`src/rtl/exp_sel_pkg.sv`:
```
// Shared expansion-port types for the config/hub slice.
// Holds the expansion selection encoding, the switch sequencer state type and
// the helper that folds a raw config type field into a legal selection.
package exp_sel_pkg;

    typedef logic [1:0] exp_sel_t;

    localparam exp_sel_t EXP_OFF = 2'd0;
    localparam exp_sel_t EXP_CDR = 2'd1;
    localparam exp_sel_t EXP_TNB = 2'd2;

    typedef enum logic [1:0] {
        ST_RUN   = 2'd0,
        ST_DRAIN = 2'd1,
        ST_GUARD = 2'd2,
        ST_RESET = 2'd3
    } seq_state_t;

    // Unknown type codes park the port at OFF rather than selecting garbage.
    function automatic exp_sel_t norm_exp_type(input logic [7:0] raw_type);
        exp_sel_t sel;
        sel = (raw_type <= 8'd2) ? raw_type[1:0] : EXP_OFF;
        return sel;
    endfunction

endpackage

```
`src/rtl/exp_sel_seq.sv`:
```
// Expansion-port switch sequencer.
// Follows the requested expansion type from system config and, on a change,
// drains the bus, isolates the port (OFF) for a guard period, then commits the
// new selection while holding the incoming device in reset. The hub mux
// selects on exp_sel instead of the raw config field.
//
// Ports:
//   clk       system clock
//   rst       synchronous active-high reset
//   req_type  requested expansion type (0=OFF, 1=CDR, 2=TNB, other=OFF)
//   bus_busy  expansion bus cycle in progress
//   exp_sel   committed selection for the hub mux (registered)
//   dev_rst   reset to expansion devices, active-high (registered)
//   sw_busy   switch sequence in progress (registered)
//   drain_tmo sticky: last drain gave up waiting for the bus (registered)
module exp_sel_seq
    import exp_sel_pkg::*;
#(
    parameter int DRAIN_TMO = 255,
    parameter int GUARD_CYC = 16,
    parameter int RST_CYC   = 32
) (
    input  logic       clk,
    input  logic       rst,
    input  logic [7:0] req_type,
    input  logic       bus_busy,
    output logic [1:0] exp_sel,
    output logic       dev_rst,
    output logic       sw_busy,
    output logic       drain_tmo
);

    localparam int W_DRAIN = $clog2(DRAIN_TMO + 1);
    localparam int W_GUARD = $clog2(GUARD_CYC + 1);
    localparam int W_RST   = $clog2(RST_CYC + 1);
    localparam int W_A     = (W_DRAIN > W_GUARD) ? W_DRAIN : W_GUARD;
    localparam int W_B     = (W_A > W_RST) ? W_A : W_RST;
    localparam int CNT_W   = (W_B > 8) ? W_B : 8;

    // The counter holds "cycles already spent in this state"; a state of
    // length L is left when it reads L-1.
    localparam logic [CNT_W-1:0] DRAIN_LAST = CNT_W'(DRAIN_TMO - 1);
    localparam logic [CNT_W-1:0] GUARD_LAST = CNT_W'(GUARD_CYC - 1);
    localparam logic [CNT_W-1:0] RST_LAST   = CNT_W'(RST_CYC - 1);
    localparam logic [CNT_W-1:0] CNT_MAX    = {CNT_W{1'b1}};

    seq_state_t       state;
    exp_sel_t         cur;
    exp_sel_t         tgt;
    exp_sel_t         req_n;
    logic [CNT_W-1:0] cnt;

    assign req_n = norm_exp_type(req_type);

    // Outputs are assigned together with each transition so they always
    // reflect the state being entered, with no decode after the flops.
    always_ff @(posedge clk) begin
        if (rst) begin
            state     <= ST_RESET;
            cur       <= EXP_OFF;
            tgt       <= EXP_OFF;
            cnt       <= '0;
            exp_sel   <= EXP_OFF;
            dev_rst   <= 1'b1;
            sw_busy   <= 1'b1;
            drain_tmo <= 1'b0;
        end else begin
            unique case (state)
                ST_RUN: begin
                    if (req_n != cur) begin
                        tgt       <= req_n;
                        drain_tmo <= 1'b0;
                        cnt       <= '0;
                        state     <= ST_DRAIN;
                        sw_busy   <= 1'b1;
                    end
                end

                ST_DRAIN: begin
                    if (req_n == cur) begin
                        // Request withdrawn before the port was touched:
                        // exp_sel never left cur, so just resume.
                        state   <= ST_RUN;
                        sw_busy <= 1'b0;
                    end else begin
                        tgt <= req_n;
                        if (!bus_busy || cnt == DRAIN_LAST) begin
                            if (bus_busy) begin
                                drain_tmo <= 1'b1;
                            end
                            state   <= ST_GUARD;
                            cnt     <= '0;
                            exp_sel <= EXP_OFF;
                            dev_rst <= 1'b1;
                        end else if (cnt != CNT_MAX) begin
                            cnt <= cnt + 1'b1;
                        end
                    end
                end

                ST_GUARD: begin
                    if (req_n != tgt) begin
                        // New destination: restart the full isolation period.
                        tgt <= req_n;
                        cnt <= '0;
                    end else if (cnt == GUARD_LAST) begin
                        cur     <= tgt;
                        state   <= ST_RESET;
                        cnt     <= '0;
                        exp_sel <= tgt;
                    end else if (cnt != CNT_MAX) begin
                        cnt <= cnt + 1'b1;
                    end
                end

                ST_RESET: begin
                    if (req_n != tgt) begin
                        tgt     <= req_n;
                        state   <= ST_GUARD;
                        cnt     <= '0;
                        exp_sel <= EXP_OFF;
                    end else if (cnt == RST_LAST) begin
                        state   <= ST_RUN;
                        dev_rst <= 1'b0;
                        sw_busy <= 1'b0;
                    end else if (cnt != CNT_MAX) begin
                        cnt <= cnt + 1'b1;
                    end
                end

                default: begin
                    state   <= ST_RESET;
                    cnt     <= '0;
                    exp_sel <= cur;
                    dev_rst <= 1'b1;
                    sw_busy <= 1'b1;
                end
            endcase
        end
    end

endmodule
```
`config.mk`:
```
export PLATFORM = sky130hd
export DESIGN_NAME = exp_sel_seq
export DESIGN_NICKNAME = d
export VERILOG_FILES = /design/src/rtl/exp_sel_pkg.sv /design/src/rtl/exp_sel_seq.sv
export SDC_FILE = /design/constraint.sdc
export NUM_CORES = 1
export LEC_CHECK = 0
export CORE_ASPECT_RATIO = 0.8
export CORE_MARGIN = 4
export CORE_UTILIZATION = 55
export DETAILED_ROUTE_END_ITERATION = 8
export MAX_ROUTING_LAYER = met4
export PLACE_DENSITY = 0.82
export SETUP_SLACK_MARGIN = 0.05
export SLEW_MARGIN = 40
export SYNTH_ARGS = -nofsm -noshare
export SYNTH_HDL_FRONTEND = slang
export SYNTH_SLANG_ARGS = --single-unit
```
`constraint.sdc`:
```
create_clock -name clk -period 4 [get_ports clk]
set_input_delay 0.8 -clock clk [delete_from_list [all_inputs] [get_ports clk]]
set_output_delay 0.8 -clock clk [all_outputs]
set_load 0.03 [all_outputs]
```
==> results.md <==
Synth:
- In this run, distinct cell masters in the synthesized netlist total 51.
- The synthesized design contains 19 register bits.
- Synthesis produced a netlist with a net count of 160.
- The gate count of the mapped netlist is 147.
- Of the synthesized area, sequential elements account for 30.6%.
- The flip-flop cell with the highest count after synthesis is sky130_fd_sc_hd__dfxtp_1.
- The share of async-settable or async-resettable flops after synthesis is 0%.
- Yosys printed 0 warnings.
- The count of flip-flops with a built-in enable after synthesis is 0.
- Summing every instance area after synthesis gives 1240 um2.
- Dividing the synthesized area by the synthesized cell count gives 8.47 um2.

Cells and area:
- The filler cells instantiated in the layout total 183.
- Leaving out fill and tap cells, the most frequent cell in the layout is sky130_fd_sc_hd__dfxtp_1.
- The area of all placed cells without fillers is 1430 um2.
- The number of antenna diodes in the final layout is 0.
- The sequential cell area is 380 um2.
- Compared with the post-synthesis result, the final layout area differs by 14.5%.
- In the final design database the tool counted 174 nets.
- In the final layout, the share of cells above drive strength 1 is 10.6%.
- Leaving out fill and tap cells, the most frequent cells in the layout are sky130_fd_sc_hd__dfxtp_1 (19), sky130_fd_sc_hd__clkdlybuf4s50_1 (15), sky130_fd_sc_hd__nor2_1 (10), sky130_fd_sc_hd__a21oi_1 (10), sky130_fd_sc_hd__nand2_1 (9).
- The area of the multi-input gates is 817 um2.

Worst setup path:
- In this run the worst path has a maximum fanout of 7.
- On the worst path, the slowest cell contributes a delay of 480 ps.
- The worst setup path is of the input port to register kind.
- The category of the worst setup path launch point is an input port.
- Walking the worst path, the cells encountered are clkdlybuf4s50_1, nor4_4, o211a_4, o31ai_4, nor3_1, nand4b_4, a211oi_1, a2111o_1.
- For the worst setup path, the data arrival time is 3130 ps.
- The worst path required time is 4190 ps.
- The sort of element at the end of the critical path is a register.
- The slowest stage of the critical path is the sky130_fd_sc_hd__nor4_4 cell.

Power:
- The analysis attributes to cell leakage a power of 0.461 nW.
- The maximum VDD drop is 0.000240 V.
- Power spread over the standard cell area amounts to 232 nW/um2.

Clocking:
- The number of setup buffers added after CTS is 0.
- The TritonCTS clock tree is built.
- The root buffer cell chosen for the clock tree is sky130_fd_sc_hd__clkbuf_4.
- The clock sink total is 19.
- The longest clock path from root to sink contains 2 buffers.
- Buffers inserted to repair hold after CTS numbered 0.
- The number of gates resized after CTS was 0.
- The number of clock buffers inserted by TritonCTS is 3.
- In this run the number of H-tree levels came out at 1.
- Clock latency on the worst-skew pair, taken at its later pin, is 300 ps.
- Clock-pin slew was measured on the worst setup and hold paths at 100 ps.

Detailed routing:
- The detailed router finished its first iteration with 57 violations.
- The final layout contains routed wiring with a total length of 2770 um.
- The post-detailed-route via-to-cell ratio is 6.43.
- The first TritonRoute pass finished after 4 iterations.
- After detailed routing, the number of remaining DRC violations is 0.
- The detail route stage leaves a number of antenna-violating nets equal to 0.
- Dividing the detail-routed wire length by the instance count gives 14.9 um.
- For this block, the via count after detailed routing is 1190.

STA:
- The worst slew margin relative to its limit is 56.5%.
- Setup total negative slack on the finished layout was measured at 0 ps.
- Timing would allow up to 340 MHz.
- The number of pins exceeding their max-slew limit in the final report is 0.
- At the pin with the least slew margin, the transition time is 642 ps.
- The number of endpoints with negative hold slack in the final report is 0.
- For the final database, setup skew stands at 2.48 ps.
- Setup repair after global routing left no endpoint under its margin.
- The post-layout minimum cycle time is 2940 ps.
- After layout, the worst path uses 73.5% of the clock period.
- The number of setup violations in the final report is 0.

Die:
- During I/O placement, the number of pins put on the boundary was 16.
- The placeable core area is 2160 um2.
- In this run the core area contains 15 standard-cell rows.
- The die extent in x is 61.2 um.
- The die covers 3090 um2.
- The die is 50.6 um tall.
- The starting density of the core is 57.7%.

Placed design:
- Buffers placed on the I/O ports in this run total 15.
- Once placement finished, the instance area stood at 1400 um2.
- The congestion estimate from routability-driven global placement came to 0.947.
- The HPWL reported at the end of detailed placement is 2100 um.

Global routing:
- The overflow left after global routing is 0.
- The number of global-route vias before repair was 1002.
- The total global-route track usage is 20.8%.
- The initial antenna violation count was 0.
- Entering global routing, the biggest net connects 17 pins.
- The first global-routing pass estimated 4820 um of wire.

Run:
- The tool flagged a number of max-cap violations equal to 0.

Run status:
- The run finished with clean final reports.

Worst hold path:
- The class of the tightest hold or removal check is register to register.
==> metrics by stage <==
step	power [mW]	hold WS, ps	utilization [%]	setup WS, ps	std cells
global route	0.348	533	66.0	823	185
CTS	0.335	507	66.0	1110	185
detailed placement	0.239	490	64.8	774	181
finish	0.331	504	66.0	1060	185
floorplan	0.220	462	-	1510	147
global placement	0.238	477	64.8	867	181
==> report_power, final <==
group	internal, mW	leakage (nW)	total, mW	switching [mW]
registers	0.193	0.154	0.196	0.00372
logic	0.0188	0.290	0.0384	0.0196
clock network	0.0373	0.0177	0.0961	0.0588
total	0.249	0.461	0.331	0.0822
==> cell families after synthesis <==
group / after synthesis / share of synthesized area [%]
adder cells (fa/ha/maj): 2 / 2.01
multiplexers: 2 / 1.61
AO/OA/AOI/OAI: 47 / 28.9
AND/OR/NAND/NOR: 66 / 33.1
flip-flops: 19 / 30.6
buffers and inverters: 11 / 3.82
==> Yosys cell counts, types with 2 or more instances <==
| library cell | number | share of area (%) |
|---|---|---|
| sky130_fd_sc_hd__buf_2 | 2 | 0.80 |
| sky130_fd_sc_hd__mux2i_1 | 2 | 1.6 |
| sky130_fd_sc_hd__nor3_2 | 2 | 1.6 |
| sky130_fd_sc_hd__a21oi_2 | 3 | 2.1 |
| sky130_fd_sc_hd__nand2b_1 | 8 | 4.0 |
| sky130_fd_sc_hd__nor2b_1 | 3 | 1.5 |
| sky130_fd_sc_hd__o22ai_1 | 3 | 1.5 |
| sky130_fd_sc_hd__or2_1 | 2 | 1.0 |
| sky130_fd_sc_hd__o41ai_1 | 2 | 1.4 |
| sky130_fd_sc_hd__nand4b_1 | 4 | 2.8 |
| sky130_fd_sc_hd__o21ai_0 | 5 | 2.0 |
| sky130_fd_sc_hd__nand4_1 | 2 | 1.0 |
| sky130_fd_sc_hd__ha_1 | 2 | 2.0 |
| sky130_fd_sc_hd__nand2_1 | 9 | 2.7 |
| sky130_fd_sc_hd__a211oi_1 | 4 | 2.4 |
| sky130_fd_sc_hd__and3_1 | 2 | 1.0 |
| sky130_fd_sc_hd__a21oi_1 | 10 | 4.0 |
| sky130_fd_sc_hd__nor3_1 | 8 | 3.2 |
| sky130_fd_sc_hd__dfxtp_1 | 19 | 31 |
| sky130_fd_sc_hd__a311oi_1 | 2 | 1.4 |
| sky130_fd_sc_hd__nor2_1 | 10 | 3.0 |
| sky130_fd_sc_hd__clkbuf_1 | 3 | 0.90 |
| sky130_fd_sc_hd__inv_1 | 5 | 1.5 |
| sky130_fd_sc_hd__nand3_1 | 7 | 2.8 |
| sky130_fd_sc_hd__o21ai_1 | 2 | 0.80 |
==> routing by layer <==
layer  share of wire (%)  track usage (%)  up-vias
li1                    -                -      591
met1                  54             35.1      547
met2                  39             23.9       50
met3                 7.0             4.63        2
met4                0.51             4.33        0
met5                   0                -        -
==> final timing paths <==
check,to,start,cells after the start,slack [ps]
worst max register to register,state[1]$_SDFFE_PP1P_,cnt[4]$_SDFFE_PP0P_,6,1670
worst min-delay path,cnt[6]$_SDFFE_PP0P_,cnt[6]$_SDFFE_PP0P_,2,500
worst min register to register,cnt[6]$_SDFFE_PP0P_,cnt[6]$_SDFFE_PP0P_,2,500
worst max-delay path,state[0]$_SDFFE_PP1P_,req_type[3],8,1060
==> critical path, delay by kind of cell <==
kind | cells | cell delay, ps
buf+inv | 1 | 440
compound gates | 4 | 810
simple gates | 3 | 1080
==> cell type report <==
class / instances / share of cell area, %
multi-input cells: 117 / 57.3
well taps: 25 / 2.19
flip-flops and latches: 19 / 26.7
clock inverters: 1 / 0.351
inverters: 5 / 1.32
repair buffers: 15 / 10.5
clock buffers: 3 / 1.58
==> registers in the layout, summed over array words and instances, names as in the netlist <==
signal,count
drain_tmo,1
sw_busy,1
state,2
dev_rst,1
exp_sel,2
tgt,2
cnt,8
cur,2
Note: power is estimated with default switching activity, not from simulation.
